**config.mk**
```make
export PLATFORM = sky130hd
export DESIGN_NAME = mire_writer_flat
export DESIGN_NICKNAME = d
export VERILOG_FILES = /design/src/rtl/mire_writer_if.sv /design/src/rtl/mire_writer.sv /design/src/flat_wrapper.sv
export SDC_FILE = /design/constraint.sdc
export NUM_CORES = 1
export LEC_CHECK = 0
export CORE_MARGIN = 3
export CORE_UTILIZATION = 45
export CTS_BUF_LIST = sky130_fd_sc_hd__clkbuf_4 sky130_fd_sc_hd__clkbuf_8 sky130_fd_sc_hd__clkbuf_16
export DETAILED_ROUTE_END_ITERATION = 10
export PLACE_DENSITY = 0.85
export REMOVE_ABC_BUFFERS = 1
export SLEW_MARGIN = 20
export SYNTH_ARGS = -nofsm -noshare
export SYNTH_HDL_FRONTEND = slang
export SYNTH_SLANG_ARGS = --single-unit
```
**constraint.sdc**
```tcl
create_clock -name clk -period 3.65 [get_ports clk]
set_input_delay 0.365 -clock clk [delete_from_list [all_inputs] [get_ports clk]]
set_output_delay 0.365 -clock clk [all_outputs]
set_load 0.02 [all_outputs]
```
**src/rtl/mire_writer_if.sv**
```systemverilog
// Wishbone bus bundle between the test-pattern writer and the SDRAM arbiter.
// The clock and synchronous active-high reset enter as plain ports of the
// interface so that both sides of the bus see the same clock domain.
interface mire_writer_if (
   input logic clk,
   input logic rst
);

   logic        cyc;
   logic        stb;
   logic        we;
   logic [31:0] adr;
   logic [31:0] dat_ms;
   logic [3:0]  sel;
   logic [2:0]  cti;
   logic [1:0]  bte;
   logic        ack;

   // The pattern writer drives the request side and listens for ack.
   modport master (
      input  clk, rst, ack,
      output cyc, stb, we, adr, dat_ms, sel, cti, bte
   );

   // The arbiter / SDRAM side answers each strobe with ack.
   modport slave (
      input  clk, rst, cyc, stb, we, adr, dat_ms, sel, cti, bte,
      output ack
   );

endinterface

```
**src/rtl/mire_writer.sv**
```systemverilog
// Wishbone write master that paints a grid test pattern into the SDRAM
// framebuffer, row-major at byte address (x + y*HDISP)*4. It releases the bus
// every BURST_LEN writes for YIELD_CYCLES clocks so the VGA reader can be
// granted by the arbiter.
// Build option: define MIRE_LOOP_EN to repaint the frame forever instead of
// stopping in DONE after one frame.
module mire_writer #(
   parameter int HDISP        = 800,
   parameter int VDISP        = 480,
   parameter int BURST_LEN    = 64,
   parameter int YIELD_CYCLES = 16
) (
   mire_writer_if.master wshb_ifm,
   output logic          done
);

   localparam int XW = (HDISP        > 1) ? $clog2(HDISP)        : 1;
   localparam int YW = (VDISP        > 1) ? $clog2(VDISP)        : 1;
   localparam int BW = (BURST_LEN    > 1) ? $clog2(BURST_LEN)    : 1;
   localparam int CW = (YIELD_CYCLES > 1) ? $clog2(YIELD_CYCLES) : 1;

   localparam logic [XW-1:0] X_LAST     = XW'(HDISP - 1);
   localparam logic [YW-1:0] Y_LAST     = YW'(VDISP - 1);
   localparam logic [BW-1:0] BURST_LAST = BW'(BURST_LEN - 1);
   localparam logic [CW-1:0] YIELD_LAST = CW'(YIELD_CYCLES - 1);

   typedef enum logic [1:0] {
      IDLE,
      WRITE,
      YIELD,
      DONE
   } StateT;

   StateT          state;
   logic [XW-1:0]  pixelX;
   logic [YW-1:0]  pixelY;
   logic [BW-1:0]  burstCnt;
   logic [CW-1:0]  yieldCnt;
   logic           stbReg;
   logic           lastX;
   logic           lastY;
   logic           isWhite;
   logic [31:0]    pixIndex;

   assign lastX = (pixelX == X_LAST);
   assign lastY = (pixelY == Y_LAST);

   // cyc and stb are the same registered bit; the remaining qualifiers are
   // fixed because this master only ever issues classic single writes.
   assign wshb_ifm.cyc = stbReg;
   assign wshb_ifm.stb = stbReg;
   assign wshb_ifm.we  = 1'b1;
   assign wshb_ifm.sel = 4'b1111;
   assign wshb_ifm.cti = 3'b000;
   assign wshb_ifm.bte = 2'b00;

   // Address and pixel colour depend only on the registered pixel position,
   // so they stay frozen for as long as the slave withholds ack. The grid is
   // a white line every 16 pixels plus a white border on the right and bottom.
   always_comb begin
      pixIndex = 32'(pixelX) + 32'(pixelY) * 32'(HDISP);
      isWhite  = ((32'(pixelX) & 32'hF) == 32'h0) ||
                 ((32'(pixelY) & 32'hF) == 32'h0) ||
                 lastX || lastY;
      wshb_ifm.adr    = pixIndex << 2;
      wshb_ifm.dat_ms = isWhite ? 32'h00FF_FFFF : 32'h0000_0000;
   end

   // Main sequencer: walks the frame one acked write at a time, hands the bus
   // back after every full burst, and either stops in DONE or wraps to the
   // top of the frame. The last pixel always closes its tenure, so a frame is
   // never split across a wrap.
   always_ff @(posedge wshb_ifm.clk) begin
      if (wshb_ifm.rst) begin
         state    <= IDLE;
         pixelX   <= '0;
         pixelY   <= '0;
         burstCnt <= '0;
         yieldCnt <= '0;
         stbReg   <= 1'b0;
         done     <= 1'b0;
      end else begin
         case (state)
            IDLE: begin
               state  <= WRITE;
               stbReg <= 1'b1;
            end
            WRITE: begin
               if (wshb_ifm.ack) begin
                  if (lastX) begin
                     pixelX <= '0;
                     pixelY <= pixelY + 1'b1;
                  end else begin
                     pixelX <= pixelX + 1'b1;
                  end
                  burstCnt <= burstCnt + 1'b1;
                  if (lastX && lastY) begin
`ifdef MIRE_LOOP_EN
                     pixelX   <= '0;
                     pixelY   <= '0;
                     burstCnt <= '0;
                     yieldCnt <= '0;
                     stbReg   <= 1'b0;
                     state    <= YIELD;
`else
                     stbReg   <= 1'b0;
                     done     <= 1'b1;
                     state    <= DONE;
`endif
                  end else if (burstCnt == BURST_LAST) begin
                     burstCnt <= '0;
                     yieldCnt <= '0;
                     stbReg   <= 1'b0;
                     state    <= YIELD;
                  end
               end
            end
            YIELD: begin
               if (yieldCnt == YIELD_LAST) begin
                  stbReg <= 1'b1;
                  state  <= WRITE;
               end else begin
                  yieldCnt <= yieldCnt + 1'b1;
               end
            end
            DONE: begin
               stbReg <= 1'b0;
               done   <= 1'b1;
            end
            default: begin
               stbReg <= 1'b0;
               state  <= IDLE;
            end
         endcase
      end
   end

endmodule
```
**src/flat_wrapper.sv**
```systemverilog
// flat-port wrapper written by rule: the top's interface ports become plain ports
module mire_writer_flat 
#(
   parameter int HDISP        = 800,
   parameter int VDISP        = 480,
   parameter int BURST_LEN    = 64,
   parameter int YIELD_CYCLES = 16
)
  (done, clk, rst, wshb_ifm_ack, wshb_ifm_cyc, wshb_ifm_stb, wshb_ifm_we, wshb_ifm_adr, wshb_ifm_dat_ms, wshb_ifm_sel, wshb_ifm_cti, wshb_ifm_bte);
  mire_writer_if wshb_ifm_i (.clk(clk), .rst(rst));
  output logic done;
  input wire logic clk;
  input wire logic rst;
  input wire logic [$bits(wshb_ifm_i.ack)-1:0] wshb_ifm_ack;
  output wire logic [$bits(wshb_ifm_i.cyc)-1:0] wshb_ifm_cyc;
  output wire logic [$bits(wshb_ifm_i.stb)-1:0] wshb_ifm_stb;
  output wire logic [$bits(wshb_ifm_i.we)-1:0] wshb_ifm_we;
  output wire logic [$bits(wshb_ifm_i.adr)-1:0] wshb_ifm_adr;
  output wire logic [$bits(wshb_ifm_i.dat_ms)-1:0] wshb_ifm_dat_ms;
  output wire logic [$bits(wshb_ifm_i.sel)-1:0] wshb_ifm_sel;
  output wire logic [$bits(wshb_ifm_i.cti)-1:0] wshb_ifm_cti;
  output wire logic [$bits(wshb_ifm_i.bte)-1:0] wshb_ifm_bte;
  assign wshb_ifm_i.ack = wshb_ifm_ack;
  assign wshb_ifm_cyc = wshb_ifm_i.cyc;
  assign wshb_ifm_stb = wshb_ifm_i.stb;
  assign wshb_ifm_we = wshb_ifm_i.we;
  assign wshb_ifm_adr = wshb_ifm_i.adr;
  assign wshb_ifm_dat_ms = wshb_ifm_i.dat_ms;
  assign wshb_ifm_sel = wshb_ifm_i.sel;
  assign wshb_ifm_cti = wshb_ifm_i.cti;
  assign wshb_ifm_bte = wshb_ifm_i.bte;
  mire_writer #(.HDISP(HDISP), .VDISP(VDISP), .BURST_LEN(BURST_LEN), .YIELD_CYCLES(YIELD_CYCLES)) u_core (.wshb_ifm(wshb_ifm_i), .done(done));
endmodule
```
; ---- Yosys cells after proc, flatten, opt, wreduce, memory -nomap -nowiden
; Cells that the tools add are included.
[word_totals]
ff_bits = 33
latchBits = 0
ramBits = 0
rom_bits = 0
input_bits = 3
n_memories = 0
[op_classes]
n_addsub = 5
mul = 1
div_mod_pow = 0
n_lt_le_gt_ge = 0
eq_ne = 14
n_shift = 0
mux = 22
n_bitwise = 0
n_reduce_logical = 16
[ops]
columns = operator, count
row1 = logical NOT 32 bit, 2
row2 = two-way mux 24 bit, 1
row3 = adder 10 x 19 -> 20 bit, 1
row4 = two-way mux 4 bit, 4
row5 = multiplier 9 x 5 -> 14 bit (second input constant), 1
row6 = two-way mux 6 bit, 2
row7 = adder 10 x 1 -> 10 bit (second input constant), 1
row8 = == test 10 bit (second input constant), 1
row9 = two-way mux 10 bit, 1
row10 = adder 9 x 1 -> 9 bit (second input constant), 1
row11 = == test 9 bit (second input constant), 1
row12 = AND reduction 3 bit, 3
row13 = two-way mux 2 bit, 4
row14 = one-hot mux 4 bit (2 select lines), 1
row15 = adder 6 x 1 -> 6 bit (second input constant), 1
row16 = == test 6 bit (second input constant), 1
row17 = two-way mux 1 bit, 6
row18 = inequality test 2 x 1 -> 1 bit (second input constant), 3
row19 = inequality test 2 bit (second input constant), 3
row20 = one-hot mux 2 bit (3 select lines), 1
row21 = AND reduction 5 bit, 1
row22 = adder 4 x 1 -> 4 bit (second input constant), 1
row23 = == test 2 bit (second input constant), 2
row24 = == test 4 bit (second input constant), 1
row25 = 11 further kinds, 14

; ---- Logic depth before layout (Yosys ltp)
[logic_depth]
ltp_word = 5
mapped_depth = 15
mapped_depth_nobuf = 14

; ---- Worst setup path before layout
; OpenSTA, ideal clock, no wires.
[synth_timing]
path_kind = reg-to-output
start = register u_core.pixelY[2]
end = output wshb_ifm_adr[20]
t_arrival_ns = 3.493
required_time_ns = 3.285
setup_slack_ns = -0.208
stages_incl_launch_ff = 13
n_path_buf = 1
cell_sequence = dfxtp_1 > inv_1 > ha_1 > ha_1 > fa_1 > ha_1 > buf_6 > xnor2_1 > a2111oi_1 > o221a_2 > nor4b_2 > nand4bb_1 > xnor2_1
[synth_via]
elab_chain_len = 2
[synth_rtl]
columns = item, line_no
row1 = "start, declared", mire_writer.sv:36  ; logic [YW-1:0] pixelY;
row2 = "start signal, assigned", mire_writer.sv:92  ; pixelY <= pixelY + 1'b1;
row3 = multiplier 9 x 5 -> 14 bit, mire_writer.sv:61  ; pixIndex = 32'(pixelX) + 32'(pixelY) * 32'(HDISP);
row4 = adder 10 x 19 -> 20 bit, mire_writer.sv:61
row5 = "end, declared", flat_wrapper.sv:18  ; output wire logic [$bits(wshb_ifm_i.adr)-1:0] wshb_ifm_adr;
; No other way between the ends.

; ---- Worst setup path in the final report
[layout_timing]
start = register u_core.pixelY[3]
end = output wshb_ifm_adr[18]
; Same word-level chain as after synthesis.

==> Implementation_results.wiki <==
{| class="wikitable"
! Metric !! Value
|-
| Reported max-cap violation count || 0
|-
| Placeable Area || 0.00683 mm^2
|-
| Number of levels the H-tree was split into || 2
|-
| Die area || 0.00815 mm^2
|-
| Clock tree from TritonCTS || built
|-
| Leakage power || 1.95 nW
|-
| Drt drc || 0
|-
| Grt total ovfl || 0
|-
| Clk_lat worst skew || 0.30 ns
|-
| Antenna viol nets, final || 0
|-
| Wire length of the first global-routing pass || 13,400 um
|-
| Io pins || 80
|-
| Slowest Stage Delay on Critical Path || 0.51 ns
|-
| Post-synthesis sequential element count || 33
|-
| Number of port buffers || 49
|-
| Worst-path cell chain || buf_6, ha_4, ha_4, inv_2, fa_1, inv_2, ha_4, nand2_4, a2111oi_4, o221a_2, nor4b_4, buf_4, nand2_2, xor2_1, buf_4
|-
| DRT Wirelength || between 8000 and 9000 um
|-
| Count of endpoints failing setup in the final report || 6
|-
| Floorplan row count || 30
|-
| Total clock buffers created by CTS || 5
|-
| Detailed placer's ending HPWL || 5270 um
|-
| Initial antenna violation count || 0
|-
| Filler cell count in the final layout || around 510
|-
| Maximum number of pins on one net before global-route repair || 25
|-
| Final design instance area without fill || 0.00435 mm^2
|-
| Post-synth cell types || 49
|-
| Share of synthesized flip-flops with an asynchronous set or reset || 0
|-
| Number of enable flip-flop cells after synthesis || 0
|-
| Ratio of total power to cell area || 190 mW/mm^2
|-
| Most frequent standard cell in the layout excluding fill and tap cells || sky130_fd_sc_hd__buf_4
|-
| Slew Limit Headroom || 0.474
|-
| Hold/Removal Path Class || flip-flop to flip-flop
|-
| Number of detailed-route iterations in the first pass || 4
|-
| Number of instances in the synthesized netlist || 386
|-
| Maximum fanout along the worst path || 4
|-
| Part of the Yosys area used for sequential elements || 0.207
|-
| Total number of yosys warnings || 0
|-
| Library cell appearing most often on the critical path || sky130_fd_sc_hd__ha_4
|-
| Nets@finish || 512
|-
| CTS Root Buffer Type || sky130_fd_sc_hd__clkbuf_8
|-
| Number of violations reported at the end of detailed-routing iteration 0 || ~170
|-
| Fmax || 255 MHz
|-
| Die Y || 90.3 um
|-
| Post-synthesis cell area || 0.00320 mm^2
|-
| Worst setup EP type || primary output
|-
| R2R Setup Slk || 1.30 ns
|-
| Transition time at the pin with the least slew margin || 0.782 ns
|-
| Sink count of the clock tree || 33
|-
| Final worst-path setup slack || -0.274 ns
|-
| Area growth syn-to-layout || 35.9%
|-
| Final worst path period need || roughly 3.9 ns
|-
| Arrival time worst endpoint || approximately 3.6 ns
|-
| Final weighted congestion of routability-driven global placement || 0.824
|-
| Post-synth top flop || sky130_fd_sc_hd__dfxtp_1
|-
| Failing checks || setup timing
|-
| Total number of vias || 2,792
|-
| Commonest cells after routing, fill and taps aside || 57 x sky130_fd_sc_hd__buf_4, 40 x sky130_fd_sc_hd__clkdlybuf4s50_1, 38 x sky130_fd_sc_hd__nor2_1, 30 x sky130_fd_sc_hd__ha_1, 30 x sky130_fd_sc_hd__conb_1
|-
| RSZ-0062 raised after global routing || yes
|-
| ANT cells || 0
|-
| Global routing usage summed across all routing layers || 0.199
|-
| Ratio of final minimum period to clock period || 1.08
|-
| Clock transition at path regs || around 0.07 ns
|-
| Mapped Avg Cell Area || approximately 8.3 um^2
|-
| Cts hold-fix bufs || 0
|-
| Proportion of layout cells with a drive suffix above 1 || 0.284
|-
| Status || finished with violations
|-
| Number of hold-slack violations in the final timing report || 0
|-
| Type of the worst setup path || flip-flop to primary output
|-
| Max-slew violations || 0
|-
| Pre-CTS setup slack || -0.758 ns
|-
| Post-route core utilization || 0.636
|-
| Required time at the endpoint of the critical path || 3.28 ns
|-
| Vias per inst || ~5.0
|-
| Slowest-stage cell, CP || sky130_fd_sc_hd__fa_1
|-
| Worst Skew || 0.00814 ns
|-
| Drt wl/cell || 14.9 um
|-
| Instance area at placement || 0.00379 mm^2
|-
| Starting density of the core || 0.468
|-
| Startpoint Class || flip-flop
|-
| Maximum root-to-sink buffer count || 2
|-
| Worst-case vdd ir drop || 0.379 mV
|-
| Via count of the first global-routing pass || 2,795
|-
| Width of the die || about 90 um
|-
| Fin Hold WS || 0.501 ns
|}
[registers in the layout, summed over array words and instances (netlist names)]
name,flops
u_core.done,1
u_core.pixelY,9
u_core.burstCnt,6
u_core.yieldCnt,4
u_core.wshb_ifm.cyc,1
u_core.state,2
u_core.pixelX,10
[routing by layer]
layer / GRT usage / share of wire / wire (um) / up-vias
met5: 0 / 0 / 0 / -
met4: 0.0536 / 0.020 / 166 / 0
met3: 0.0442 / 0.039 / 324 / 20
met2: 0.375 / 0.54 / 4510 / 68
met1: 0.225 / 0.40 / 3290 / 1342
li1: - / - / - / 1362
[power breakdown]
part	total, mW	internal (mW)	switching (mW)
combinational	0.0818	0.0228	0.0590
clock	0.365	0.222	0.143
sequential	0.377	0.367	0.00922
[synthesized netlist by cell type, types with 4 or more instances]
library cell	count	area (um^2)
sky130_fd_sc_hd__and3_1	6	37.5
sky130_fd_sc_hd__xnor2_1	27	236
sky130_fd_sc_hd__nand4_1	6	37.5
sky130_fd_sc_hd__o21bai_1	4	30.0
sky130_fd_sc_hd__nand3_1	12	60.1
sky130_fd_sc_hd__xor2_1	15	131
sky130_fd_sc_hd__nor2_1	38	143
sky130_fd_sc_hd__o21ai_0	7	35.0
sky130_fd_sc_hd__o21ai_1	4	20.0
sky130_fd_sc_hd__dfxtp_1	33	661
sky130_fd_sc_hd__or3_1	5	31.3
sky130_fd_sc_hd__clkbuf_1	7	26.3
sky130_fd_sc_hd__inv_1	29	109
sky130_fd_sc_hd__nor3_1	4	20.0
sky130_fd_sc_hd__buf_4	60	450
sky130_fd_sc_hd__fa_1	5	100
sky130_fd_sc_hd__ha_1	44	551
sky130_fd_sc_hd__a21oi_1	18	90.1
sky130_fd_sc_hd__nor2b_1	5	31.3
sky130_fd_sc_hd__a211oi_1	4	30.0
sky130_fd_sc_hd__nand2_1	18	67.6
[cell families (layout without fill, tap and decap cells)]
| logic type | Yosys count | count (layout) | synth area share |
|---|---|---|---|
| buffers and inverters | 97 | 144 | 0.187 |
| AND/OR/NAND/NOR | 109 | 109 | 0.175 |
| flip-flops | 33 | 33 | 0.207 |
| XOR/XNOR | 42 | 42 | 0.115 |
| AO/OA/AOI/OAI | 52 | 52 | 0.105 |
| other | 2 | 30 | 0.00235 |
| adder cells (fa/ha/maj) | 49 | 49 | 0.203 |
| multiplexers | 2 | 2 | 0.00626 |
[final cells by class]
| type | instances | area [um^2] | area share |
|---|---|---|---|
| clock buffers | 6 | 82.6 | 0.0190 |
| clock inverters | 2 | 37.5 | 0.00864 |
| inverters | 29 | 109 | 0.0251 |
| multi-input cells | 284 | 2390 | 0.550 |
| flip-flops and latches | 33 | 669 | 0.154 |
| well taps | 96 | 120 | 0.0276 |
| repair buffers | 107 | 936 | 0.215 |
[final timing paths]
kind / start / to / cells past startpoint
worst min register to register: u_core.done / u_core.done / 2
worst max register to register: u_core.pixelX[1] / u_core.pixelY[7] / 7
worst min-delay path: u_core.done / u_core.done / 2
worst max-delay path: u_core.pixelY[3] / wshb_ifm_adr[18] / 15
[timing repair]
| item | CTS | global route |
|---|---|---|
| setup endpoints to repair | 9 | 8 |
| pin swaps | 25 | 7 |
| setup buffers | 7 | 4 |
| hold endpoints to repair | 0 | 0 |
| gates resized for setup | 87 | 20 |
[worst max-delay path, delay by kind of cell, from the launching register on]
kind            cells  cell delay (ns)
fa+ha+maj           4             1.30
xor+xnor            1             0.14
simple gates        3             0.34
flops               1             0.34
compound gates      2             0.59
buf+inv             5             0.54
[stage by stage]
stage | TNS [ns] | total power [mW] | std cells
detailed placement | -4.14 | 0.464 | 539
global placement | -3.49 | 0.460 | 539
global route | -2.01 | 0.854 | 557
floorplan | -29.18 | 0.442 | 346
CTS | -0.531 | 0.822 | 553
finish | -1.12 | 0.824 | 557
No activity file was read; power rests on OpenSTA's default activity.
